**config.mk**
```make
export PLATFORM = sky130hd
export DESIGN_NAME = store_processing_unit
export DESIGN_NICKNAME = d
export VERILOG_FILES = /design/src/rtl/store_processing_unit.sv
export SDC_FILE = /design/constraint.sdc
export NUM_CORES = 1
export LEC_CHECK = 0
export CORE_AREA = 2 2 87 89
export DETAILED_ROUTE_END_ITERATION = 16
export DIE_AREA = 0 0 89 91
export DONT_BUFFER_PORTS = 1
export HOLD_SLACK_MARGIN = 0.03
export PLACE_DENSITY = 0.75
export SYNTH_ARGS = -nofsm -noshare
export SYNTH_HDL_FRONTEND = slang
export SYNTH_SLANG_ARGS = --single-unit
```
**constraint.sdc**
```tcl
create_clock -name clk -period 3.9 [get_ports clk]
set_input_delay 0.585 -clock clk [delete_from_list [all_inputs] [get_ports clk]]
set_output_delay 0.585 -clock clk [all_outputs]
set_load 0.01 [all_outputs]
```
**src/rtl/store_processing_unit.sv**
```systemverilog
// Store data path: SW is a single word write; SB/SH are read-modify-write
// against a word-only data memory. The pipeline is stalled through busy.
module store_processing_unit #(
   parameter int unsigned ADDR_WIDTH = 32
) (
   input  logic                  clk,
   input  logic                  resetn,
   input  logic                  store_req,
   input  logic [2:0]            func3,
   input  logic [ADDR_WIDTH-1:0] address,
   input  logic [31:0]           write_data,
   output logic                  busy,
   output logic                  done,
   output logic                  error,
   output logic                  mem_read,
   output logic                  mem_write,
   output logic [ADDR_WIDTH-1:0] mem_addr,
   output logic [31:0]           mem_wdata,
   input  logic [31:0]           mem_rdata,
   input  logic                  mem_busywait
);

   localparam int unsigned HALF_W = 16;
   localparam logic [2:0]  F3_SB  = 3'b000;
   localparam logic [2:0]  F3_SH  = 3'b001;
   localparam logic [2:0]  F3_SW  = 3'b010;

   typedef enum logic [1:0] {
      IDLE  = 2'd0,
      READ  = 2'd1,
      WRITE = 2'd2
   } state_t;

   state_t                  state, state_nxt;
   logic                    done_nxt, error_nxt;
   logic [ADDR_WIDTH-1:0]   mem_addr_nxt;
   logic [31:0]             mem_wdata_nxt;
   logic                    cap_half, cap_half_nxt;
   logic [1:0]              cap_lane, cap_lane_nxt;
   logic [HALF_W-1:0]       cap_data, cap_data_nxt;
   logic                    legal_c;
   logic                    accept_c;
   logic [31:0]             merged_c;

   // Alignment and opcode legality of the presented request
   always_comb begin
      legal_c = 1'b0;
      case (func3)
         F3_SB:   legal_c = 1'b1;
         F3_SH:   legal_c = ~address[0];
         F3_SW:   legal_c = (address[1:0] == 2'b00);
         default: legal_c = 1'b0;
      endcase
   end

   assign accept_c  = (state == IDLE) & store_req & legal_c;
   assign mem_read  = (state == READ);
   assign mem_write = (state == WRITE);
   // Drops in the completing write cycle so the pipeline advances on that edge
   assign busy      = accept_c | (state == READ) | ((state == WRITE) & mem_busywait);

   // Little-endian lane merge of the captured store data into the read word
   always_comb begin
      merged_c = mem_rdata;
      if (cap_half) begin
         if (cap_lane[1]) merged_c[31:16] = cap_data;
         else             merged_c[15:0]  = cap_data;
      end else begin
         case (cap_lane)
            2'd0:    merged_c[7:0]   = cap_data[7:0];
            2'd1:    merged_c[15:8]  = cap_data[7:0];
            2'd2:    merged_c[23:16] = cap_data[7:0];
            default: merged_c[31:24] = cap_data[7:0];
         endcase
      end
   end

   // Next-state and registered-output logic
   always_comb begin
      state_nxt     = state;
      done_nxt      = 1'b0;
      error_nxt     = 1'b0;
      mem_addr_nxt  = mem_addr;
      mem_wdata_nxt = mem_wdata;
      cap_half_nxt  = cap_half;
      cap_lane_nxt  = cap_lane;
      cap_data_nxt  = cap_data;
      case (state)
         IDLE: begin
            if (store_req) begin
               if (!legal_c) begin
                  error_nxt = 1'b1;
               end else begin
                  cap_half_nxt = (func3 == F3_SH);
                  cap_lane_nxt = address[1:0];
                  cap_data_nxt = write_data[HALF_W-1:0];
                  mem_addr_nxt = {address[ADDR_WIDTH-1:2], 2'b00};
                  if (func3 == F3_SW) begin
                     mem_wdata_nxt = write_data;
                     state_nxt     = WRITE;
                  end else begin
                     state_nxt     = READ;
                  end
               end
            end
         end
         READ: begin
            if (!mem_busywait) begin
               mem_wdata_nxt = merged_c;
               state_nxt     = WRITE;
            end
         end
         WRITE: begin
            if (!mem_busywait) begin
               done_nxt  = 1'b1;
               state_nxt = IDLE;
            end
         end
         default: state_nxt = IDLE;
      endcase
   end

   // State and capture registers; reset abandons any store in flight
   always_ff @(posedge clk or negedge resetn) begin
      if (!resetn) begin
         state     <= IDLE;
         done      <= 1'b0;
         error     <= 1'b0;
         mem_addr  <= '0;
         mem_wdata <= '0;
         cap_half  <= 1'b0;
         cap_lane  <= 2'b00;
         cap_data  <= '0;
      end else begin
         state     <= state_nxt;
         done      <= done_nxt;
         error     <= error_nxt;
         mem_addr  <= mem_addr_nxt;
         mem_wdata <= mem_wdata_nxt;
         cap_half  <= cap_half_nxt;
         cap_lane  <= cap_lane_nxt;
         cap_data  <= cap_data_nxt;
      end
   end

endmodule

```
Word level (Yosys, flattened, before mapping)
Cells that the tools add are included.
- logic and storage cells: 58
- input bits: 103
- output and inout bits: 69
- bits in registers: 85
- equality and inequality tests: 11
- bitwise gates (word level): 6
- mux-type cells: 24
- reductions and logical operators: 9
- operators with widths (operator ; count):
    32-bit 2-to-1 mux ; 5
    32-bit one-hot mux with 2 select lines ; 1
    16-bit 2-to-1 mux ; 2
    8-bit 2-to-1 mux ; 4
    2-bit 2-to-1 mux ; 5
    2-bit inequality test (second input constant) ; 4
    2-bit logical NOT ; 3
    2-bit one-hot mux with 3 select lines ; 1
    1-bit 2-to-1 mux ; 5
    5-bit AND reduction ; 1
    2-bit by 1-bit == test with 1-bit output (second input constant) ; 2
    2-bit == test (second input constant) ; 2
    4-bit AND reduction ; 1
    1-bit bitwise AND ; 3
    3-bit by 1-bit == test with 1-bit output (second input constant) ; 1
    3-bit by 2-bit == test with 1-bit output (second input constant) ; 1
    3-bit logical NOT ; 1
    1-bit one-hot mux with 3 select lines ; 1
    3-bit AND reduction ; 1
    3-bit OR reduction ; 1
    2-bit by 1-bit inequality test with 1-bit output (second input constant) ; 1
    1-bit OR ; 2
    2-bit nonzero test ; 1
    1-bit inverter ; 1

Longest topological paths before layout
Gate-level depths: netlist of the first run.
- depth after elaboration: 6
- depth in mapped cells: 8
- mapped depth without buffers: 5

Worst setup path after synthesis of the first run
Ideal clock, no wire load.
- kind: input-to-output
- start point: input store_req
- end point: output busy
- stages: 3
- path buffers: 0
- arrival time: 1.265 ns
- data required time: 3.315 ns
- slack: 2.050 ns
- cells stage by stage: nor2b_1 -> nand2_1 -> a21boi_0
- cells in the longest elaborated chain, start to end: 4
- ends and longest elaborated chain (what ; line ; text):
    start: declaration ; 8 ; input logic store_req,
    1-bit bitwise AND (2 in a row) ; 56 ; assign accept_c = (state == IDLE) & store_req & legal_c;
    1-bit OR (2 in a row) ; 60 ; assign busy = accept_c | (state == READ) | ((state == WRITE) & mem_busywait);
    end: declaration ; 12 ; output logic busy,
Every way passes these cells.

Worst setup path in the final report of the first run
- start point: register state[1]
- end point: register mem_wdata[2]
- cells in the longest elaborated chain, start to end: 3
- ends and longest elaborated chain (what ; line ; text):
    start: declaration ; 34 ; state_t state, state_nxt;
    start signal: assignment ; 135 ; state <= state_nxt;
    2-bit by 1-bit == test with 1-bit output * ; - ;
    named net mem_read ; 15 ; output logic mem_read,
    2-bit inequality test (no line) / 2-bit nonzero test (equally long branches) ; - ;
    5-bit AND reduction (no line) ; - ;
    end signal: assignment ; 139 ; mem_wdata <= mem_wdata_nxt;
    end: declaration ; 18 ; output logic [31:0] mem_wdata,
The timed path passes the listed nets; every way through them passes the cells marked *.
A chain may end at the register's enable or synchronous reset.

==> results of run 1 <==
[worst paths after layout]
| kind | startpoint | end | slack [ns] |
|---|---|---|---|
| worst max-delay path | state[1]$_DFFE_PN0P_ | mem_wdata[2]$_DFFE_PN0P_ | 1.26 |
| worst min-delay path | resetn | mem_addr[18]$_DFFE_PN0P_ | 0.13 |
| worst max register to register | state[1]$_DFFE_PN0P_ | mem_wdata[2]$_DFFE_PN0P_ | 1.26 |
| worst min register to register | state[1]$_DFFE_PN0P_ | state[0]$_DFFE_PN0P_ | 0.51 |
| max in group asynchronous | resetn | cap_data[14]$_DFFE_PN0P_ | 3.44 |
| min in group clk | store_req | error$_DFF_PN0_ | 0.33 |
[sequential cells by signal, summed over array words and instances (netlist names)]
signal     flops
state          2
error          1
cap_half       1
done           1
cap_lane       2
cap_data      16
mem_wdata     32
mem_addr      30
[repair_timing]
action | in CTS | in global routing
hold buffers | 1 | 0
endpoints found under the hold margin | 85 | 0
resized for setup | 0 | 0
[per-stage QoR]
| stage | area [µm²] | std cells | setup slack [ns] | power (µW) | utilization, % |
|---|---|---|---|---|---|
| after CTS | 4450 | 449 | 1.25 | 3430 | 62.3 |
| after global routing | 4450 | 449 | 0.959 | 3620 | 62.3 |
| after detailed placement | 4240 | 432 | 1.26 | 2830 | 59.4 |
| after global placement | 4240 | 432 | 1.31 | 2780 | 59.4 |
| final | 4450 | 449 | 1.26 | 3400 | 62.3 |
| after floorplan | 4230 | 358 | 2.05 | 2580 | - |
[area by class of cell]
type | instances | area (µm²) | area share (%)
Inverter | 3 | 11.3 | 0.253
Clock inverter | 7 | 57.6 | 1.29
Timing Repair Buffer | 5 | 70.1 | 1.58
Multi-Input combinational cell | 241 | 1930 | 43.5
Clock buffer | 9 | 124 | 2.78
Sequential cell | 85 | 2130 | 47.8
Tap cell | 99 | 124 | 2.78
[cells by family after synthesis]
group                  Yosys count  synth area share (%)
flip-flops                      85                  50.4
AND/OR/NAND/NOR                 78                  8.44
multiplexers                    81                  22.5
other                            1                0.0888
AO/OA/AOI/OAI                   80                  14.4
buffers and inverters           32                  4.18
[critical path: stages, from the launching register on]
cell	delay, ns
dfrtp_1	0.42
nand2b_1	0.12
buf_4	0.34
inv_2	0.27
a32oi_4	0.81
buf_4	0.41
nand2_1	0.09
o31ai_1	0.08
[per-layer routing]
| metal | vias to the layer above | part of all wire [%] | wire length, µm |
|---|---|---|---|
| li1 | 1293 | - | - |
| met1 | 1405 | 38 | 3790 |
| met2 | 135 | 50 | 5000 |
| met3 | 11 | 9.7 | 963 |
| met4 | 0 | 1.6 | 160 |
| met5 | - | 0 | 0 |
[placed cells by master, fill, tap and decap left out]
cell type,netlist,routed
nand2_1,38,38
nand2b_1,4,4
clkbuf_8,0,9
a21boi_0,1,1
a21oi_1,9,9
o22ai_2,1,1
clkinv_4,0,1
buf_16,0,1
conb_1,1,2
a221oi_1,9,9
o21a_1,1,1
a222oi_1,16,16
clkinvlp_4,0,2
clkinv_2,0,1
nand3_2,1,1
a31oi_1,1,1
inv_8,0,1
o31ai_1,16,16
nor3b_1,1,1
mux2_4,10,10
o21ai_1,10,10
nor2b_1,10,10
nor2_1,20,20
and2_1,3,3
buf_4,4,3
nor4b_2,1,1
inv_1,2,2
inv_6,0,2
dfrtp_1,85,85
mux2_2,71,71
a31o_2,8,8
a32oi_4,0,1
buf_12,0,1
o21ai_0,7,7
inv_2,1,1
[power breakdown]
part | total, µW | switching [µW] | internal (µW)
registers | 1830 | 533 | 1300
logic | 996 | 438 | 558
clock network | 572 | 332 | 240
total | 3400 | 1300 | 2100
==> results_dict.tcl, run 1 <==
set metrics [dict create \
    status "completed" \
    synth_top_cells_by_count "dfrtp_1 (85), mux2_2 (71), nand2_1 (38)" \
    initial_core_util_pct 59.2 \
    fillers 586 \
    cp-end-kind "flop" \
    relSlewSlack_pct 22.9 \
    met3_usage_pct 7.45 \
    synth-main-ff-cell "dfrtp_1" \
    grt_pass1_vias 2901 \
    pin_count 172 \
    vias 2844 \
    dp_hpwl_um 7000 \
    place_congestion 0.808 \
    cp.required_ns 4.16 \
    cts_tree "yes" \
    final_antenna_net_count 0 \
    grt_overflow 0 \
    critPathMaxFanout 37 \
    postCtsSetupRepairBufs 0 \
    worstMarginPinSlew_ns 1.15 \
    std_cell_rows 31 \
    async_flop_share_pct 100 \
    die_w_um 89 \
    grt_pass1_wl_um 14900 \
    layout-drive-gt1-share_pct 32.9 \
    cts_made_buffers 9 \
    root_buffer "clkbuf_8" \
    clk_latency_ns 0.35 \
    synthMostInstantiatedCell "dfrtp_1" \
    routed_wl_um 9910 \
    wl_per_cell_um 22.1 \
    initialDrtViolationCount 217 \
    r2r_cells 7 \
    fmax_mhz 378 \
    synth_top_area_cell "dfrtp_1" \
    dr.pass1.iters 7 \
    hold_ws_ns 0.130 \
    yosys_warnings 0 \
    crit_type "reg -> reg" \
    grtUsageTotal_pct 24.4 \
    dieArea_um2 8100 \
    synthCells 357 \
    area_growth_pct 5.33 \
    portBuffers 0 \
    synth.distinct_cells 31 \
    finalNetCount 448 \
    final.setup.tns_ns 0 \
    h-tree-depth 3 \
    leakage_uw 0.00192 \
    top_usage_layer "met2" \
    n_antenna_cell 0 \
    period_needed_ns 2.64 \
    viasPerCell 6.33 \
    peakVddDrop_uv 320 \
    synth-seq-cells 85 \
    arrival_ns 2.90 \
    power_density_nw_per_um2 764 \
    start_kind "flop" \
    core_um2 7140 \
    die_y_um 91 \
    ys_seq_area_share_pct 50.4 \
    netlist_area_um2 4220 \
    rsz0062_at_grt "no" \
    grt_use_met2_pct 39.7 \
    slew_violations 0 \
    grt_max_degree 86 \
    synth_edf_count 0 \
    finalHoldViolations 0 \
    antenna_found_initial 0 \
    synthTopCellsByArea "dfrtp_1 (50%), mux2_2 (19%), a222oi_1 (3.8%)" \
    finClkSkew_ns 0.00766 \
    setup_violations 0 \
    cts.sinks 85 \
    avgSynthCellArea_um2 11.8 \
    post-route-period-util_pct 67.8 \
    grtUsageMet1_pct 30.0 \
    min-delay-path-class "in -> async" \
    synth_top_area_share_pct 50.4 \
    clk_path_buf_depth 2 \
    clk_pin_slew_worst_paths_ns 0.09 \
    drcViolationCount 0 \
    drv_cap 0 \
]
Note: power is estimated with default switching activity, not from simulation.
==> run 2: changes to the inputs <==
CORE_AREA = 2 2 90 92   (was 2 2 87 89)
DIE_AREA = 0 0 92 94   (was 0 0 89 91)
PLACE_DENSITY = 0.73   (was 0.75)
clock period = 2.2 ns   (was 3.9 ns; I/O delays follow)
==> run 2 against run 1 <==
The run now ends with hold timing left. Die area is 6.8% higher. Cell area rose by 1.7%. Clock skew rose by 0.0047 ns. Critical path depth down 1. Count of clock-buffer cells in the layout grew 2. Global-route usage fell by 1.3 points. Total power rose by 85%. Sequential power rose by 74%. Setup slack lost 0.91 ns. Critical endpoint is now mem_wdata[27]$_DFFE_PN0P_. Largest cell class unchanged.
==> results_dict.tcl, run 2 (synthesis results as in run 1) <==
set metrics [dict create \
    status "finished with violations" \
    violations "hold timing" \
    p_clk_share_pct 19.8 \
    final_cell_mix "dfrtp_1 (85), mux2_2 (71), nand2_1 (38), nor2_1 (19)" \
    final_antenna_net_count 0 \
    fillers 643 \
    n_antenna_cell 0 \
    seq_power_share_pct 50.5 \
    dieArea_um2 8650 \
    grt_overflow 0 \
    top_register "mem_wdata" \
    cts_made_buffers 9 \
    grt_pass1_wl_um 15500 \
    crit_type "reg -> reg" \
    power_density_nw_per_um2 1390 \
    startpoint "state[1]$_DFFE_PN0P_" \
    cts.sinks 85 \
    cts_tree "yes" \
    largest_reg_flops 32 \
    wl_per_cell_um 21.9 \
    finClkSkew_ns 0.0124 \
    clk_latency_ns 0.34 \
    timing.rr.end "mem_wdata[27]$_DFFE_PN0P_" \
    place_congestion 0.805 \
    pin_count 172 \
    dr.pass1.iters 6 \
    setup_violations 0 \
    final_common_cell "dfrtp_1" \
    grt_max_degree 86 \
    die_y_um 94 \
    drv_cap 0 \
    finalHoldViolations 85 \
    die_w_um 92 \
    grtUsageTotal_pct 23.2 \
    antenna_found_initial 0 \
    core_um2 7610 \
    placed_area_um2 4290 \
    viasPerCell 6.31 \
    hold_ws_ns -0.328 \
    arrival_ns 2.11 \
    cp-end-kind "flop" \
    portBuffers 0 \
    final_area_um2 4520 \
    area_growth_pct 7.14 \
    rrSetupSlack_ns 0.35 \
    r2r_start "state[1]$_DFFE_PN0P_" \
    finalNetCount 453 \
    initialDrtViolationCount 292 \
    period_needed_ns 1.85 \
    relSlewSlack_pct 52.0 \
    start_kind "flop" \
    layout-drive-gt1-share_pct 34.1 \
    switching_power_uw 2270 \
    dp_hpwl_um 7080 \
    clk_path_buf_depth 2 \
    fmax_mhz 539 \
    vias 2885 \
    slew_violations 0 \
    critPathMaxFanout 16 \
    reg_top3 "mem_wdata x32, mem_addr x30, cap_data x16" \
    r2r_cells 6 \
    initial_core_util_pct 55.5 \
    rsz0062_at_grt "no" \
    worstMarginPinSlew_ns 0.720 \
    final.setup.tns_ns 0 \
    clk_pin_slew_worst_paths_ns 0.08 \
    min-delay-path-class "in -> async" \
    h-tree-depth 3 \
    dp.cells 441 \
    leakage_uw 0.00195 \
    peakVddDrop_uv 607 \
    grt_pass1_vias 2998 \
    std_cell_rows 32 \
    power.internal_uw 4040 \
    final_cells 457 \
    cp.required_ns 2.45 \
    routed_wl_um 10000 \
    switching_share_pct 36.0 \
    root_buffer "clkbuf_8" \
    comb_power_share_pct 29.7 \
    drcViolationCount 0 \
    post-route-period-util_pct 84.3 \
]
run 2: per-stage QoR:
stage	setup WS (ns)	total power (µW)	utilization, %
after CTS	0.167	6350	59.4
final	0.345	6300	59.5
after global placement	0.271	4990	56.4
after global routing	0.140	6680	59.5
after detailed placement	0.185	5080	56.4
after floorplan	0.626	4580	-
run 2: repair_timing:
item	CTS	global route
setup buffers	0	0
gates resized for setup	0	1
endpoints found under the setup margin	0	2
hold endpoints to repair	85	85
run 2: critical path, stage by stage, from the launching register on:
cell	delay (ns)
dfrtp_1	0.43
nand2b_1	0.20
buf_4	0.18
inv_2	0.05
and2_1	0.53
a222oi_1	0.13
o21ai_0	0.23
run 2: worst max-delay path by stage:
stage / endpoint
floorplan: mem_wdata[10]$_DFFE_PN0P_
global placement: mem_wdata[26]$_DFFE_PN0P_
detailed placement: mem_wdata[27]$_DFFE_PN0P_
CTS: mem_wdata[27]$_DFFE_PN0P_
global route: mem_wdata[27]$_DFFE_PN0P_
finish: mem_wdata[27]$_DFFE_PN0P_
run 2: metal layers:
| metal | vias to the layer above | track usage (%) | share of wire (%) |
|---|---|---|---|
| met4 | 0 | 8.21 | 1.4 |
| li1 | 1298 | - | - |
| met3 | 12 | 7.62 | 11 |
| met5 | - | 0 | 0 |
| met1 | 1416 | 29.4 | 39 |
| met2 | 159 | 37.3 | 48 |
run 2: power groups by stage:
stage,Combinational (µW),Clock [µW],Sequential [µW]
after global routing,2050,1350,3280
after CTS,1870,1280,3190
after floorplan,1590,0,2990
after detailed placement,1860,0,3220
final,1870,1250,3180
after global placement,1790,0,3200
run 2: area by class of cell:
class	count	area (µm²)	area share (%)
inverters	3	11.3	0.249
flip-flops and latches	85	2130	47.0
clock buffers	11	151	3.35
well taps	102	128	2.82
repair buffers	10	87.6	1.94
multi-input cells	241	1940	42.8
clock inverters	5	82.6	1.83
==> run 3: changes to the inputs <==
CORE_AREA = 2 2 87 89   (was 2 2 90 92)
DIE_AREA = 0 0 89 91   (was 0 0 92 94)
PLACE_DENSITY = 0.75   (was 0.73)
clock period = 1.8 ns   (was 2.2 ns; I/O delays follow)
==> run 3 against run 2 <==
The run still ends with hold timing left. Final cell count increased by 0.44%. Non-clock buffer count rose by 5. Total power increased by 21%. Flip-flop and latch count unchanged. Utilization rose by 4.1 points. Routed wire length is 2.6% higher. Setup slack worse by 0.22 ns. Clock power rose by 8%. Count of clock-buffer cells in the layout decreased by 2. Clock skew fell by 0.0061 ns. Sequential power grew 23%. Worst hold slack got worse by 0.070 ns. Critical path type is now reg -> out. Critical endpoint is now busy.
==> results_dict.tcl, run 3 (synthesis results as in run 1) <==
set metrics [dict create \
    power.internal_uw 4750 \
    worstMarginPinSlew_ns 0.725 \
    std_cell_rows 31 \
    cp.required_ns 1.53 \
    crit_type "reg -> out" \
    postCtsHoldBufs 2 \
    grt_pass1_wl_um 15900 \
    vias 2928 \
    portBuffers 0 \
    largest_reg_flops 32 \
    final_common_cell "dfrtp_1" \
    placed_area_um2 4310 \
    finClkSkew_ns 0.00634 \
    setup_violations 0 \
    drv_cap 0 \
    final_cells 459 \
    power_density_nw_per_um2 1680 \
    die_w_um 89 \
    top_register "mem_wdata" \
    layout-drive-gt1-share_pct 35.6 \
    routed_wl_um 10300 \
    pin_count 172 \
    drcViolationCount 0 \
    cts_made_buffers 9 \
    r2r_cells 4 \
    slew_violations 0 \
    final_cell_mix "dfrtp_1 (85), mux2_2 (71), nand2_1 (37), nor2_1 (19)" \
    cts_tree "yes" \
    rsz0062_at_grt "no" \
    core_um2 7140 \
    grt_max_degree 86 \
    grt_pass1_vias 3098 \
    clk_latency_ns 0.35 \
    p_clk_share_pct 17.8 \
    arrival_ns 1.40 \
    area_growth_pct 7.44 \
    violations "hold timing" \
    comb_power_share_pct 30.8 \
    critPathMaxFanout 6 \
    final_area_um2 4540 \
    grt_overflow 0 \
    dp_hpwl_um 7260 \
    h-tree-depth 3 \
    viasPerCell 6.38 \
    hold_ws_ns -0.399 \
    root_buffer "clkbuf_8" \
    finalNetCount 458 \
    finalHoldViolations 85 \
    clk_path_buf_depth 2 \
    final.setup.tns_ns 0 \
    relSlewSlack_pct 51.6 \
    wl_per_cell_um 22.4 \
    clk_pin_slew_worst_paths_ns 0.09 \
    status "finished with violations" \
    reg_top3 "mem_wdata x32, mem_addr x30, cap_data x16" \
    switching_power_uw 2850 \
    initialDrtViolationCount 236 \
    leakage_uw 0.00196 \
    cts.sinks 85 \
    cp-end-kind "primary output" \
    switching_share_pct 37.5 \
    period_needed_ns 1.67 \
    initial_core_util_pct 59.2 \
    start_kind "flop" \
    fmax_mhz 599 \
    antenna_found_initial 0 \
    dp.cells 441 \
    rrSetupSlack_ns 0.16 \
    final_util_pct 63.6 \
    timing.rr.end "mem_wdata[25]$_DFFE_PN0P_" \
    min-delay-path-class "in -> async" \
    post-route-period-util_pct 92.8 \
    peakVddDrop_uv 722 \
    dieArea_um2 8100 \
    dr.pass1.iters 6 \
    grtUsageTotal_pct 25.9 \
    n_antenna_cell 0 \
    seq_power_share_pct 51.4 \
    place_congestion 0.773 \
    r2r_start "state[1]$_DFFE_PN0P_" \
    die_y_um 91 \
    final_antenna_net_count 0 \
]
[run 3: worst max-delay path by stage]
stage / from / slack (ns) / cells past startpoint / endpoint
final: state[0]$_DFFE_PN0P_ / 0.13 / 3 / busy
after CTS: cap_lane[1]$_DFFE_PN0P_ / 0.07 / 4 / mem_wdata[25]$_DFFE_PN0P_
after detailed placement: state[1]$_DFFE_PN0P_ / -0.17 / 4 / mem_wdata[25]$_DFFE_PN0P_
after global placement: state[1]$_DFFE_PN0P_ / -0.06 / 4 / mem_wdata[26]$_DFFE_PN0P_
after global routing: state[1]$_DFFE_PN0P_ / 0.01 / 6 / error$_DFF_PN0_
after floorplan: cap_lane[1]$_DFFE_PN0P_ / 0.23 / 6 / mem_wdata[15]$_DFFE_PN0P_
[run 3: power by group through the flow]
stage | registers [µW] | clock network, µW | logic (µW)
finish | 3910 | 1350 | 2340
floorplan | 3650 | 0 | 1950
detailed placement | 3950 | 0 | 2320
global route | 4060 | 1470 | 2580
global placement | 3910 | 0 | 2230
CTS | 3920 | 1380 | 2340
[run 3: area by class of cell]
type	instances	area (µm²)
Multi-Input combinational cell	241	1950
Timing Repair Buffer	15	130
Fill cell	591	2600
Tap cell	99	124
Sequential cell	85	2130
Clock inverter	7	75.1
Inverter	3	11.3
Clock buffer	9	124
[run 3: worst max-delay path, cell delays in order, from the launching register on]
cell	delay, ns
dfrtp_1	0.43
nor2_1	0.10
buf_4	0.16
a21boi_0	0.36
[run 3: through the flow]
step | power, µW | setup WS [ns]
detailed placement | 6270 | -0.167
finish | 7600 | 0.129
global route | 8100 | 0.0143
global placement | 6140 | -0.0567
CTS | 7640 | 0.0684
floorplan | 5600 | 0.226
[run 3: what timing repair did]
item | in CTS | in global routing
pin swaps | 0 | 0
endpoints found under the setup margin | 16 | 11
resized for setup | 1 | 4
buffers inserted | 0 | 0
endpoints found under the hold margin | 86 | 85
[run 3: layer usage]
| metal | track usage (%) | vias up | part of all wire (%) |
|---|---|---|---|
| met3 | 9.55 | 10 | 9.9 |
| met4 | 8.46 | 0 | 1.0 |
| met1 | 31.1 | 1468 | 39 |
| met5 | 0 | - | 0 |
| li1 | - | 1309 | - |
| met2 | 42.8 | 141 | 50 |
